===== src/rtl/proc_control.sv =====
// Control FSM for the 9-bit bus processor: steps mv/mvi/add/sub/mvnz through T0..T3,
// decodes per-step enables from state and IR, and counts retired instructions.
module proc_control #(
    parameter int N               = 9,
    parameter bit HALT_ON_ILLEGAL = 1'b0,
    parameter int CNT_W           = 16
) (
    input  logic             Clock_i,
    input  logic             Reset_i,
    input  logic             Run_i,
    input  logic [N-1:0]     IR_i,
    input  logic             GNZ_i,
    output logic             IRin_o,
    output logic [7:0]       Rin_o,
    output logic [7:0]       Rout_o,
    output logic             Gout_o,
    output logic             DINout_o,
    output logic             Ain_o,
    output logic             Gin_o,
    output logic             AddSub_o,
    output logic             Done_o,
    output logic             Illegal_o,
    output logic             Halted_o,
    output logic [CNT_W-1:0] InstrCount_o
);

    typedef enum logic [2:0] {T0, T1, T2, T3, HALT} state_t;

    localparam logic [2:0] OP_MV   = 3'b000;
    localparam logic [2:0] OP_MVI  = 3'b001;
    localparam logic [2:0] OP_ADD  = 3'b010;
    localparam logic [2:0] OP_SUB  = 3'b011;
    localparam logic [2:0] OP_MVNZ = 3'b100;

    state_t             state_q, state_d;
    logic [CNT_W-1:0]   count_q;

    logic [2:0] opI, opX, opY;
    logic [7:0] xHot, yHot;

    logic       irinDec, goutDec, dinoutDec, ainDec, ginDec, addSubDec;
    logic       doneDec, illegalDec, haltedDec;
    logic [7:0] rinDec, routDec;

    assign opI  = IR_i[8:6];
    assign opX  = IR_i[5:3];
    assign opY  = IR_i[2:0];
    assign xHot = 8'd1 << opX;
    assign yHot = 8'd1 << opY;

    always_comb begin
        state_d    = T0;
        irinDec    = 1'b0;
        rinDec     = 8'd0;
        routDec    = 8'd0;
        goutDec    = 1'b0;
        dinoutDec  = 1'b0;
        ainDec     = 1'b0;
        ginDec     = 1'b0;
        addSubDec  = 1'b0;
        doneDec    = 1'b0;
        illegalDec = 1'b0;
        haltedDec  = 1'b0;
        case (state_q)
            T0: begin
                irinDec = Run_i;
                state_d = Run_i ? T1 : T0;
            end
            T1: begin
                case (opI)
                    OP_MV: begin
                        routDec = yHot;
                        rinDec  = xHot;
                        doneDec = 1'b1;
                    end
                    OP_MVI: begin
                        dinoutDec = 1'b1;
                        rinDec    = xHot;
                        doneDec   = 1'b1;
                    end
                    OP_ADD, OP_SUB: begin
                        routDec = xHot;
                        ainDec  = 1'b1;
                        state_d = T2;
                    end
                    OP_MVNZ: begin
                        doneDec = 1'b1;
                        if (GNZ_i) begin
                            routDec = yHot;
                            rinDec  = xHot;
                        end
                    end
                    default: begin
                        illegalDec = 1'b1;
                        doneDec    = 1'b1;
                        state_d    = HALT_ON_ILLEGAL ? HALT : T0;
                    end
                endcase
            end
            T2: begin
                routDec   = yHot;
                ginDec    = 1'b1;
                addSubDec = (opI == OP_SUB);
                state_d   = T3;
            end
            T3: begin
                goutDec = 1'b1;
                rinDec  = xHot;
                doneDec = 1'b1;
            end
            HALT: begin
                haltedDec = 1'b1;
                state_d   = HALT;
            end
            default: state_d = T0;
        endcase
    end

    // Reset blanks every decoded output in the same cycle, not just from the next edge.
    assign IRin_o       = irinDec    & ~Reset_i;
    assign Rin_o        = rinDec     & {8{~Reset_i}};
    assign Rout_o       = routDec    & {8{~Reset_i}};
    assign Gout_o       = goutDec    & ~Reset_i;
    assign DINout_o     = dinoutDec  & ~Reset_i;
    assign Ain_o        = ainDec     & ~Reset_i;
    assign Gin_o        = ginDec     & ~Reset_i;
    assign AddSub_o     = addSubDec  & ~Reset_i;
    assign Done_o       = doneDec    & ~Reset_i;
    assign Illegal_o    = illegalDec & ~Reset_i;
    assign Halted_o     = haltedDec  & ~Reset_i;
    assign InstrCount_o = count_q;

    always_ff @(posedge Clock_i) begin
        if (Reset_i) begin
            state_q <= T0;
            count_q <= '0;
        end else begin
            state_q <= state_d;
            if (doneDec) begin
                count_q <= count_q + {{(CNT_W-1){1'b0}}, 1'b1};
            end
        end
    end

endmodule


===== config.mk =====
export PLATFORM = sky130hd
export DESIGN_NAME = proc_control
export DESIGN_NICKNAME = d
export VERILOG_FILES = /design/src/rtl/proc_control.sv
export SDC_FILE = /design/constraint.sdc
export NUM_CORES = 1
export LEC_CHECK = 0
export ABC_AREA = 1
export BUFFER_PORTS_ARGS = -buffer_cell sky130_fd_sc_hd__buf_2
export CORE_ASPECT_RATIO = 0.6
export CORE_MARGIN = 3
export CORE_UTILIZATION = 43
export DETAILED_ROUTE_END_ITERATION = 8
export GPL_TIMING_DRIVEN = 0
export PLACE_DENSITY_LB_ADDON = 0.05
export SYNTH_ARGS = -nofsm -noshare
export SYNTH_HDL_FRONTEND = slang
export SYNTH_SLANG_ARGS = --single-unit

===== constraint.sdc =====
create_clock -name Clock_i -period 1.5 [get_ports Clock_i]
set_clock_uncertainty 0.15 [all_clocks]
set_input_delay 0.15 -clock Clock_i [delete_from_list [all_inputs] [get_ports Clock_i]]
set_output_delay 0.15 -clock Clock_i [all_outputs]
set_load 0.05 [all_outputs]

After elaboration in Yosys (flattened, before gate mapping):

Cells that the tools add are included.

* $add $sub $neg: 1
* multipliers: 0
* divide/modulo/power cells: 0
* $lt $le $gt $ge: 0
* equal/unequal tests: 8
* shift operators: 2
* muxes and demuxes: 22
* bitwise operators: 12
* reduce and logical (&&, ||, !) cells: 5

Operator list (number)
* 8-bit one-hot mux with 2 select lines: 3
* 8-bit one-hot mux with 3 select lines: 1
* 16-bit by 1-bit adder with 16-bit output, second input constant: 1
* 8-bit AND: 2
* 8-bit 2-to-1 mux: 2
* 1-bit by 3-bit << shifter with 8-bit output, first input constant: 2
* 1-bit 2-to-1 mux: 13
* 3-bit by 2-bit equality test with 1-bit output, second input constant: 4
* 3-bit one-hot mux with 4 select lines: 1
* 1-bit AND: 9
* 3-bit by 1-bit equality test with 1-bit output, second input constant: 2
* 3-bit equality test, second input constant: 2
* 3-bit logical NOT: 2
* 5-bit OR reduction: 1
* 2-bit OR reduction: 2
* 2-bit 2-to-1 mux: 1
* 1-bit one-hot mux with 2 select lines: 1
* 1-bit NOT: 1

* register bits: 19
* bits in latches: 0
* RAM bits: 0
* memory bits (read-only): 0
* input port bits: 13
* output and inout bits: 41
* word-level logic and storage cells: 52
* memories: 0

Logic depth before layout (Yosys ltp):

Gate-level depths: netlist (run 1).

* depth after elaboration: 5
* gate-level depth with buffers: 9
* mapped depth without buffers: 9

Worst setup path after synthesis (run 1):

OpenSTA, ideal clock, no wires.

* kind: reg-to-output
* start: reg state_q[0]
* end: out Rin_o[3]
* arrival: 2.300 ns
* required time: 1.200 ns
* slack: -1.100 ns
* stages on the path, launching flop included: 7
* path buffers: 0
* cells stage by stage: dfxtp_1 > inv_1 > nor2_4 > nand2_2 > inv_1 > nand2_1 > nor4_1

* word-level cells in the longest chain between the ends: 3
* elaborated cells between the ends (all ways): 4
* those cells by class: eq/ne: 2; mux: 1; bitwise: 1

RTL lines
* start: declaration: RTL line 35 `state_t state_q, state_d;`
* start signal: assignment: RTL line 138 `state_q <= state_d;`
* 3-bit by 2-bit equality test with 1-bit output or 3-bit by 1-bit equality test with 1-bit output (tied branches): RTL line 64 `case (state_q)`
* 8-bit one-hot mux with 2 select lines *: RTL line 64
* 8-bit AND *: RTL line 121 `assign Rin_o = rinDec & {8{~Reset_i}};`
* end: declaration: RTL line 14 `output logic [7:0] Rin_o,`

Every way passes the cells marked *; elsewhere a longest branch is shown, timed or not.

Final worst setup path (run 1):

* start: in IR_i[4]
* end: out Rout_o[6]

* word-level cells in the longest chain between the ends: 4

RTL lines
* start: declaration: RTL line 11 `input logic [N-1:0] IR_i,`
* 1-bit by 3-bit << shifter with 8-bit output: RTL line 48 `assign xHot = 8'd1 << opX;`
* 8-bit one-hot mux with 3 select lines: RTL line 70 `case (opI)`
* 8-bit one-hot mux with 2 select lines: RTL line 64
* 8-bit AND: RTL line 122 `assign Rout_o = routDec & {8{~Reset_i}};`
* end: declaration: RTL line 15 `output logic [7:0] Rout_o,`

Every way passes these cells.

==> flow_metrics.py, run 1 <==
metrics = {
    "run_status": {
        "outcome": "finished with violations",
        "violations": "DRC, setup timing",
    },
    "logic_synthesis": {
        "synthTopCellsByArea": "dfxtp_1 (29%), nor2_1 (11%), nand2_1 (10%)",
        "synthesis.area_um2": 1304,
        "yosysSeqAreaShare_pct": 29.17,
        "ys_ff_latch": 19,
        "synth_edf_count": 0,
        "synthFlopType": "dfxtp_1",
        "async_flop_share_pct": 0,
        "synth_top_area_share_pct": 29.17,
        "synth_fp_nets": 229,
        "avgSynthCellArea_um2": 6.064,
        "netlist-cell-type-count": 26,
        "yosys_warnings": 0,
        "synth_top_area_cell": "dfxtp_1",
        "synthCells": 215,
    },
    "final_layout": {
        "drive_gt1_share_pct": 55.41,
        "fillerInstances": 48,
        "fin_nets": 311,
        "diodes": 0,
        "areaGrowthSynthToFinish_pct": 100.5,
    },
    "critical_path": {
        "crit_chain": "buf_2 > clkinv_1 > nor3_1 > nand3_1 > o21ai_4 > buf_6",
        "cp.required_ns": 1.20,
        "path_buf_inv": 3,
        "r2r-end": "InstrCount_o[15]",
        "crit_fanout": 10,
        "crit_type": "in2out",
        "cp.depth": 6,
        "cp.arrival_ns": 1.79,
        "critical_path.max_stage_delay_ns": 0.55,
        "cpMaxStageDelayCell": "nor3_1",
        "critical-path-top-delay-family": "simple AND/OR/NAND/NOR gates",
        "crit_path_start": "IR_i[4]",
        "r2r_slack_ns": -0.56,
        "reg2reg_depth": 12,
        "worstSetupStartpointType": "input pin",
        "crit_path_end_kind": "output port",
        "cp-endpoint": "Rout_o[6]",
        "r2r_start": "state_q[0]",
    },
    "global_routing": {
        "gr-total-overflow": 0,
        "antenna_found_initial": 0,
        "grt_max_degree": 11,
        "grt.total_usage_pct": 27.55,
        "grt_pass1_vias": 1627,
        "grt_pass1_wl_um": 8286,
    },
    "cts": {
        "cts_made_buffers": 3,
        "clock-sinks": 19,
        "cts-root-buf": "clkbuf_8",
        "h-tree-depth": 1,
        "cts_buffer_depth": 2,
        "clk_pin_slew_ns": 0.08,
        "tritoncts": "yes",
        "clk-insertion-delay-late_ns": 0.28,
    },
    "timing": {
        "setup_viol": 42,
        "finalCritPeriodShare_pct": 139.3,
        "finalCriticalPeriod_ns": 2.089,
        "fmax_mhz": 478.7,
        "hold_ws_ns": 0.1355,
        "rsz0062_at_grt": "true",
        "worst_slew_pin_slew_ns": 0.5164,
        "hold_violations": 0,
        "setup_ws_ns": -0.5888,
        "drv_slew": 0,
        "relSlewSlack_pct": 65.31,
    },
    "run": {
        "drv_cap": 0,
    },
    "floorplanning": {
        "die-area_um2": 3750,
        "start_util_pct": 48.33,
        "core_area_um2": 2698,
        "fp.dieW_um": 77.09,
        "rows": 14,
        "ios": 54,
        "die_h_um": 48.65,
    },
    "detailed_routing": {
        "dr.first_iter.drc_count": 668,
        "vias_per_cell": 7.408,
        "routed_wl_um": 9543,
        "first_pass_iters": 9,
        "ant_nets": 0,
        "routedWlPerCell_um": 28.40,
        "drc": 104,
        "vias": 2489,
    },
    "placement": {
        "place_ws_ns": -0.3627,
        "dp_hpwl_um": 3055,
        "port_buffers": 53,
        "place_congestion": 0.8851,
    },
    "hold_path": {
        "holdCritPathClass": "in2reg",
    },
    "pwr": {
        "p_per_area_nw_per_um2": 514.0,
        "leakagePower_nw": 1.018,
        "ir_drop_mv": 0.6787,
    },
}
## report_power, final
| part | total [W] | switching [W] | internal (W) | leakage [nW] |
|---|---|---|---|---|
| combinational | 0.000430 | 0.000292 | 0.000139 | 0.834 |
| sequential | 0.000520 | 0.0000129 | 0.000508 | 0.161 |
| clock | 0.000393 | 0.000202 | 0.000190 | 0.0228 |
| total | 0.00134 | 0.000507 | 0.000837 | 1.02 |
## synthesized netlist by cell type, types with 2 or more instances
cell type   n
nand4_1     3
o21ai_0    12
a31oi_1     2
buf_2       2
nand2_1    35
inv_1      26
nor4_1      4
o21ai_1     3
nor3_1     10
nand3_2     3
nor2_1     39
a21oi_1    12
nor2_4      2
nor2_2      2
o22ai_1     5
nand2_2     2
dfxtp_1    19
nand3_1    24
inv_2       3
## metal layers
metal / share of wire (%) / vias up / GRT usage [%]
met2: 39 / 352 / 44.08
met3: 17 / 170 / 7.778
met5: 0 / - / 0
met1: 32 / 1076 / 36.63
li1: - / 891 / -
met4: 12 / 0 / 7.101
## timing repair
item / 4_1_cts / 5_1_grt
pin swaps: 14 / 13
gates resized for setup: 79 / 58
buffers inserted: 10 / 15
gates cloned: 0 / 0
hold buffers: 1 / 0
endpoints found under the setup margin: 26 / 36
endpoints found under the hold margin: 1 / 0
## cell families after synthesis
| family | synth area share [%] |
|---|---|
| AO/OA/AOI/OAI | 14.97 |
| adder cells (fa/ha/maj) | 0.9595 |
| buffers and inverters | 9.404 |
| flip-flops | 29.17 |
| AND/OR/NAND/NOR | 45.49 |
## per-stage QoR
stage	util [%]	area [um^2]	TNS (ns)	power [W]	std cells
2_1_floorplan	-	1543	-2.405	0.0007047	215
3_3_place_gp	68.88	1858	-3.867	0.0007711	308
3_5_place_dp	68.88	1858	-4.011	0.0007718	308
4_1_cts	84.09	2268	-4.208	0.001189	323
5_1_grt	96.89	2614	-13.21	0.001358	336
6_report	96.89	2614	-11.93	0.001343	336
## area by class of cell
| type | instances | area, um^2 | area share [%] |
|---|---|---|---|
| plain buffers | 2 | 22.52 | 0.8617 |
| clock buffers | 4 | 45.04 | 1.723 |
| inverters | 30 | 138.9 | 5.314 |
| multi-input cells | 164 | 1244 | 47.58 |
| flip-flops and latches | 19 | 409.1 | 15.65 |
| well taps | 40 | 50.05 | 1.915 |
| repair buffers | 77 | 704.4 | 26.95 |
## sequential cells by signal (all words and copies together) (netlist names)
name,cells
state_q,3
InstrCount_o,16
## how the worst min path moves through the flow
stage | end | from | slack, ns | cells past startpoint
6_report | InstrCount_o[8] | Reset_i | 0.14 | 2
4_1_cts | InstrCount_o[8] | Reset_i | 0.02 | 2
2_1_floorplan | InstrCount_o[14] | Reset_i | 0.07 | 1
3_5_place_dp | InstrCount_o[14] | Reset_i | 0.27 | 2
3_3_place_gp | InstrCount_o[14] | Reset_i | 0.27 | 2
5_1_grt | InstrCount_o[8] | Reset_i | 0.10 | 2
## layout by cell type (no fill, tap or decap), types with 6 or more instances in the layout
master   Yosys  routed
nor3_1      10       7
a21oi_1     12      10
buf_4        0      11
buf_2        2      28
nor2_1      39      24
nor2_4       2      16
dfxtp_1     19       6
nand3_1     24      19
buf_8        0      10
nand2_1     35      28
buf_6        0      27
dfxtp_2      0       8
inv_1       26      20
(Power assumes the default switching activity.)
==> run 2: changes to the inputs <==
Settings changed: CORE_UTILIZATION 43 to 50, RECOVER_POWER set to 50.
Clock period 1.5 ns to 2.68 ns, I/O delays scaled along.
==> run 2 against run 1 <==
Against the previous run: the run now ends clean; clock-buffer cell count unchanged; core utilization shrank 27 points; final cell count shrank 10%; routed wire length down 63%; critical path depth is 1 higher; sequential power is 44% lower; sequential share of layout area up 8.0 points; sequential cell count stayed put; register-to-register slack better by 1.3 ns; via count is 37% lower; global-route usage shrank 5.1 points; critical path type is now reg2out; largest power group unchanged.
==> flow_metrics.py, run 2 (synthesis gave the netlist of run 1 again) <==
metrics = {
    "critical_path": {
        "critical-path-top-delay-family": "buffers and inverters",
        "crit_chain": "inv_2 > nor3_1 > nand2_1 > inv_1 > a21oi_1 > o21ai_1 > buf_2",
        "crit_fanout": 7,
        "crit_type": "reg2out",
        "path_buf_inv": 3,
        "crit_path_end_kind": "output port",
        "cp.required_ns": 2.26,
        "critical_path.max_stage_delay_ns": 0.42,
        "cpMaxStageDelayCell": "dfxtp_1",
        "cp.arrival_ns": 1.92,
        "worstSetupStartpointType": "flop",
    },
    "placement": {
        "place_congestion": 0.9035,
        "dp_cells": 298,
        "place_ws_ns": 0.7476,
        "dp_hpwl_um": 2807,
        "port_buffers": 53,
    },
    "global_routing": {
        "gr-usage-met1_pct": 36.06,
        "grt_max_degree": 11,
        "grt.total_usage_pct": 22.45,
        "antenna_found_initial": 0,
        "busiest_layer": "met1",
        "grt_pass1_vias": 1238,
        "gr-total-overflow": 0,
        "grt_pass1_wl_um": 5789,
        "use_met3_pct": 5.286,
        "grtUsageMet2_pct": 30.29,
    },
    "cts": {
        "tritoncts": "yes",
        "cts_buffer_depth": 2,
        "cts_made_buffers": 3,
        "cts-root-buf": "clkbuf_8",
        "cts_setup_buffers": 0,
        "cts_hold_buf": 0,
        "clock-sinks": 19,
        "cts_resized": 0,
        "clk-insertion-delay-late_ns": 0.25,
        "clk_pin_slew_ns": 0.07,
        "h-tree-depth": 1,
    },
    "timing": {
        "rsz0062_at_grt": "false",
        "drv_slew": 0,
        "setup_viol": 0,
        "finalCritPeriodShare_pct": 87.20,
        "setup_ws_ns": 0.3429,
        "fin_tns_setup_ns": 0,
        "relSlewSlack_pct": 59.99,
        "hold_violations": 0,
        "worst_slew_pin_slew_ns": 0.6027,
        "finalCriticalPeriod_ns": 2.337,
        "fmax_mhz": 427.9,
    },
    "pwr": {
        "seqPwrFrac_pct": 48.5,
        "p_sw_share_pct": 29.82,
        "power_switching_w": 0.0001784,
        "clkPwrFrac_pct": 33.1,
        "ir_drop_mv": 0.3781,
        "pwr-share-comb_pct": 18.3,
        "internal-power_w": 0.0004199,
        "leakagePower_nw": 0.7256,
        "p_per_area_nw_per_um2": 372.7,
    },
    "run_status": {
        "outcome": "complete, no violations",
    },
    "detailed_routing": {
        "ant_nets": 0,
        "routedWlPerCell_um": 11.68,
        "drc": 0,
        "vias": 1580,
        "vias_per_cell": 5.232,
        "first_pass_iters": 4,
        "dr.first_iter.drc_count": 99,
        "routed_wl_um": 3527,
    },
    "floorplanning": {
        "die_h_um": 45.56,
        "core_area_um2": 2310,
        "start_util_pct": 56.45,
        "fp.dieW_um": 71.92,
        "die-area_um2": 3276,
        "rows": 13,
        "ios": 54,
    },
    "final_layout": {
        "diodes": 0,
        "drive_gt1_share_pct": 18.01,
        "final_common_cell": "nor2_1",
        "fin_util_pct": 69.50,
        "areaGrowthSynthToFinish_pct": 23.13,
        "fin_nets": 287,
        "fillerInstances": 234,
        "most-common-layout-cells": "nor2_1 (40), buf_2 (36), nand2_1 (35)",
        "finalNonFillerCells": 302,
        "largest_reg_flops": 16,
    },
    "hold_path": {
        "holdCritPathClass": "in2reg",
    },
    "run": {
        "drv_cap": 0,
    },
}
[run 2: path summary, 6_finish.rpt]
kind              startpoint                to  slack, ns  cells after the start
max               state_q[1]         Rout_o[6]       0.34                      7
max reg2reg       state_q[1]  InstrCount_o[11]       0.78                      8
min                  Reset_i  InstrCount_o[14]       0.19                      2
min reg2reg  InstrCount_o[7]   InstrCount_o[7]       0.34                      1
[run 2: stage by stage]
step                      power [W]  instance area (um^2)  hold slack (ns)
after CTS                 0.0006035                  1652           0.1111
after global placement    0.0004058                  1607           0.3252
after global routing      0.0006296                  1605           0.2252
after floorplan           0.0003717                  1304           0.1895
final                     0.0005984                  1605           0.1865
after detailed placement  0.0004071                  1607           0.3319
[run 2: routing by layer]
metal | part of all wire, % | vias to the layer above
met5 | 0 | -
met1 | 50 | 665
li1 | - | 837
met3 | 11 | 0
met2 | 38 | 78
met4 | 0 | 0
[run 2: cell type report]
| class | count | area, um^2 | share of cell area, % |
|---|---|---|---|
| repair buffers | 53 | 244.0 | 15.20 |
| clock buffers | 4 | 45.04 | 2.806 |
| plain buffers | 2 | 7.507 | 0.4677 |
| flip-flops and latches | 19 | 380.4 | 23.69 |
| well taps | 30 | 37.54 | 2.338 |
| multi-input cells | 164 | 778.2 | 48.48 |
| inverters | 30 | 112.6 | 7.015 |
[run 2: power groups by stage]
stage          Sequential [W]  Combinational (W)  Clock (W)
2_1_floorplan        0.000304          0.0000675          0
3_3_place_gp         0.000297           0.000109          0
3_5_place_dp         0.000297           0.000110          0
4_1_cts              0.000290           0.000111   0.000202
5_1_grt              0.000291           0.000122   0.000217
6_report             0.000290           0.000110   0.000198
==> run 3: changes to the inputs <==
Settings changed: CORE_UTILIZATION 50 to 48, SETUP_SLACK_MARGIN set to 0.05.
Clock period 2.68 ns to 2.49 ns, I/O delays scaled along.
==> run 3 against run 2 <==
Against the previous run: die area rose by 3.7%; design area did not move; combinational power rose by 7%; final cell count did not move; total power rose by 7.8%; worst setup slack got worse by 0.088 ns; largest cell class unchanged.
==> flow_metrics.py, run 3 (synthesis gave the netlist of run 1 again) <==
metrics = {
    "pwr": {
        "ir_drop_mv": 0.3664,
        "p_per_area_nw_per_um2": 401.7,
        "fin_total_pwr_w": 0.0006449,
        "leakagePower_nw": 0.7363,
    },
    "hold_path": {
        "min_from": "Reset_i",
        "holdCritPathClass": "in2reg",
        "hold_depth": 2,
    },
    "timing": {
        "relSlewSlack_pct": 59.83,
        "setup_viol": 0,
        "hold_ws_ns": 0.09443,
        "fin_tns_setup_ns": 0,
        "finalCritPeriodShare_pct": 89.77,
        "hold_violations": 0,
        "fmax_mhz": 447.4,
        "drv_slew": 0,
        "finalCriticalPeriod_ns": 2.235,
        "worst_slew_pin_slew_ns": 0.6051,
        "rsz0062_at_grt": "false",
    },
    "final_layout": {
        "drive_gt1_share_pct": 17.65,
        "fin_util_pct": 68.06,
        "diodes": 0,
        "most-common-layout-cells": "nor2_1 (40), buf_2 (38), nand2_1 (36)",
        "largest_reg_flops": 16,
        "seqCellArea_um2": 380.4,
        "fin_area_um2": 1605,
        "fillerInstances": 235,
        "fin_nets": 287,
        "areaGrowthSynthToFinish_pct": 23.13,
        "final_common_cell": "nor2_1",
        "multi_input_area_um2": 775.7,
    },
    "critical_path": {
        "r2r-end": "InstrCount_o[11]",
        "path_buf_inv": 3,
        "crit_path_end_kind": "output port",
        "r2r_start": "state_q[1]",
        "critical-path-top-delay-family": "buffers and inverters",
        "cpMaxStageDelayCell": "dfxtp_1",
        "crit_fanout": 7,
        "crit_chain": "inv_1 > nor3_2 > nand2_1 > inv_1 > a21oi_1 > o21ai_1 > buf_2",
        "cp.arrival_ns": 1.84,
        "cp.required_ns": 2.09,
        "crit_type": "reg2out",
        "cp-endpoint": "Rout_o[6]",
        "reg2reg_depth": 8,
        "crit_path_start": "state_q[1]",
        "cpMostUsedCell": "inv_1",
        "cp.depth": 7,
        "critical_path.max_stage_delay_ns": 0.43,
        "r2r_slack_ns": 0.52,
        "worstSetupStartpointType": "flop",
    },
    "global_routing": {
        "gr-total-overflow": 0,
        "antenna_found_initial": 0,
        "grt_max_degree": 11,
        "grt.total_usage_pct": 22.10,
        "grt_pass1_wl_um": 5685,
        "grt_pass1_vias": 1239,
    },
    "cts": {
        "tritoncts": "yes",
        "cts_hold_buf": 0,
        "clk_pin_slew_ns": 0.07,
        "clock-sinks": 19,
        "clk-insertion-delay-late_ns": 0.25,
        "cts_setup_buffers": 0,
        "cts_buffer_depth": 2,
        "cts_made_buffers": 3,
        "cts-root-buf": "clkbuf_8",
        "cts_resized": 0,
        "h-tree-depth": 1,
    },
    "detailed_routing": {
        "dr.first_iter.drc_count": 145,
        "drc": 0,
        "vias": 1614,
        "routedWlPerCell_um": 12.30,
        "ant_nets": 0,
        "routed_wl_um": 3716,
        "first_pass_iters": 4,
        "vias_per_cell": 5.344,
    },
    "run_status": {
        "outcome": "complete, no violations",
    },
    "placement": {
        "dpl_cell_area_um2": 1607,
        "dp_hpwl_um": 2890,
        "port_buffers": 53,
        "place_congestion": 0.9317,
    },
    "floorplanning": {
        "rows": 13,
        "ios": 54,
        "fp.dieW_um": 73.28,
        "die-area_um2": 3398,
        "start_util_pct": 55.28,
        "die_h_um": 46.37,
        "core_area_um2": 2359,
    },
    "run": {
        "drv_cap": 0,
    },
}
[run 3: cell types whose count changed in the layout (fill, tap and decap cells not counted)]
cell      before  now
nand2_2        2    1
nor3_2         0    1
nand3_2        1    0
nor3_1        11   10
nand3_1       26   27
clkbuf_1      20   18
nand2_1       35   36
inv_1         26   28
inv_2          3    1
buf_2         36   38
[run 3: power by group]
group	total (W)	internal, W	switching, W
clock	0.000215	0.000114	0.000101
sequential	0.000312	0.000308	0.00000407
combinational	0.000118	0.0000302	0.0000878
[run 3: metrics by stage]
step	setup slack (ns)	cells
finish	0.2547	302
global route	0.08763	302
CTS	0.3159	302
detailed placement	0.6109	298
global placement	0.6111	298
floorplan	-0.2090	215
[run 3: how the worst min path moves through the flow]
| stage | end | slack, ns |
|---|---|---|
| 3_5_place_dp | InstrCount_o[7] | 0.32 |
| 2_1_floorplan | InstrCount_o[14] | 0.17 |
| 4_1_cts | InstrCount_o[14] | 0.08 |
| 5_1_grt | InstrCount_o[14] | 0.09 |
| 3_3_place_gp | InstrCount_o[7] | 0.32 |
| 6_report | InstrCount_o[14] | 0.09 |
[run 3: area by class of cell]
| class | count | area share [%] |
|---|---|---|
| well taps | 30 | 2.338 |
| flip-flops and latches | 19 | 23.69 |
| multi-input cells | 164 | 48.32 |
| plain buffers | 2 | 0.5456 |
| repair buffers | 53 | 15.28 |
| inverters | 30 | 7.015 |
| clock buffers | 4 | 2.806 |
[run 3: routing by layer]
metal  GRT usage (%)  share of wire, %  vias up
met5               0                 0        -
met4           5.147              0.35        0
met3           7.407                11        2
met2           27.35                39       65
met1           34.75                51      708
li1                -                 -      839
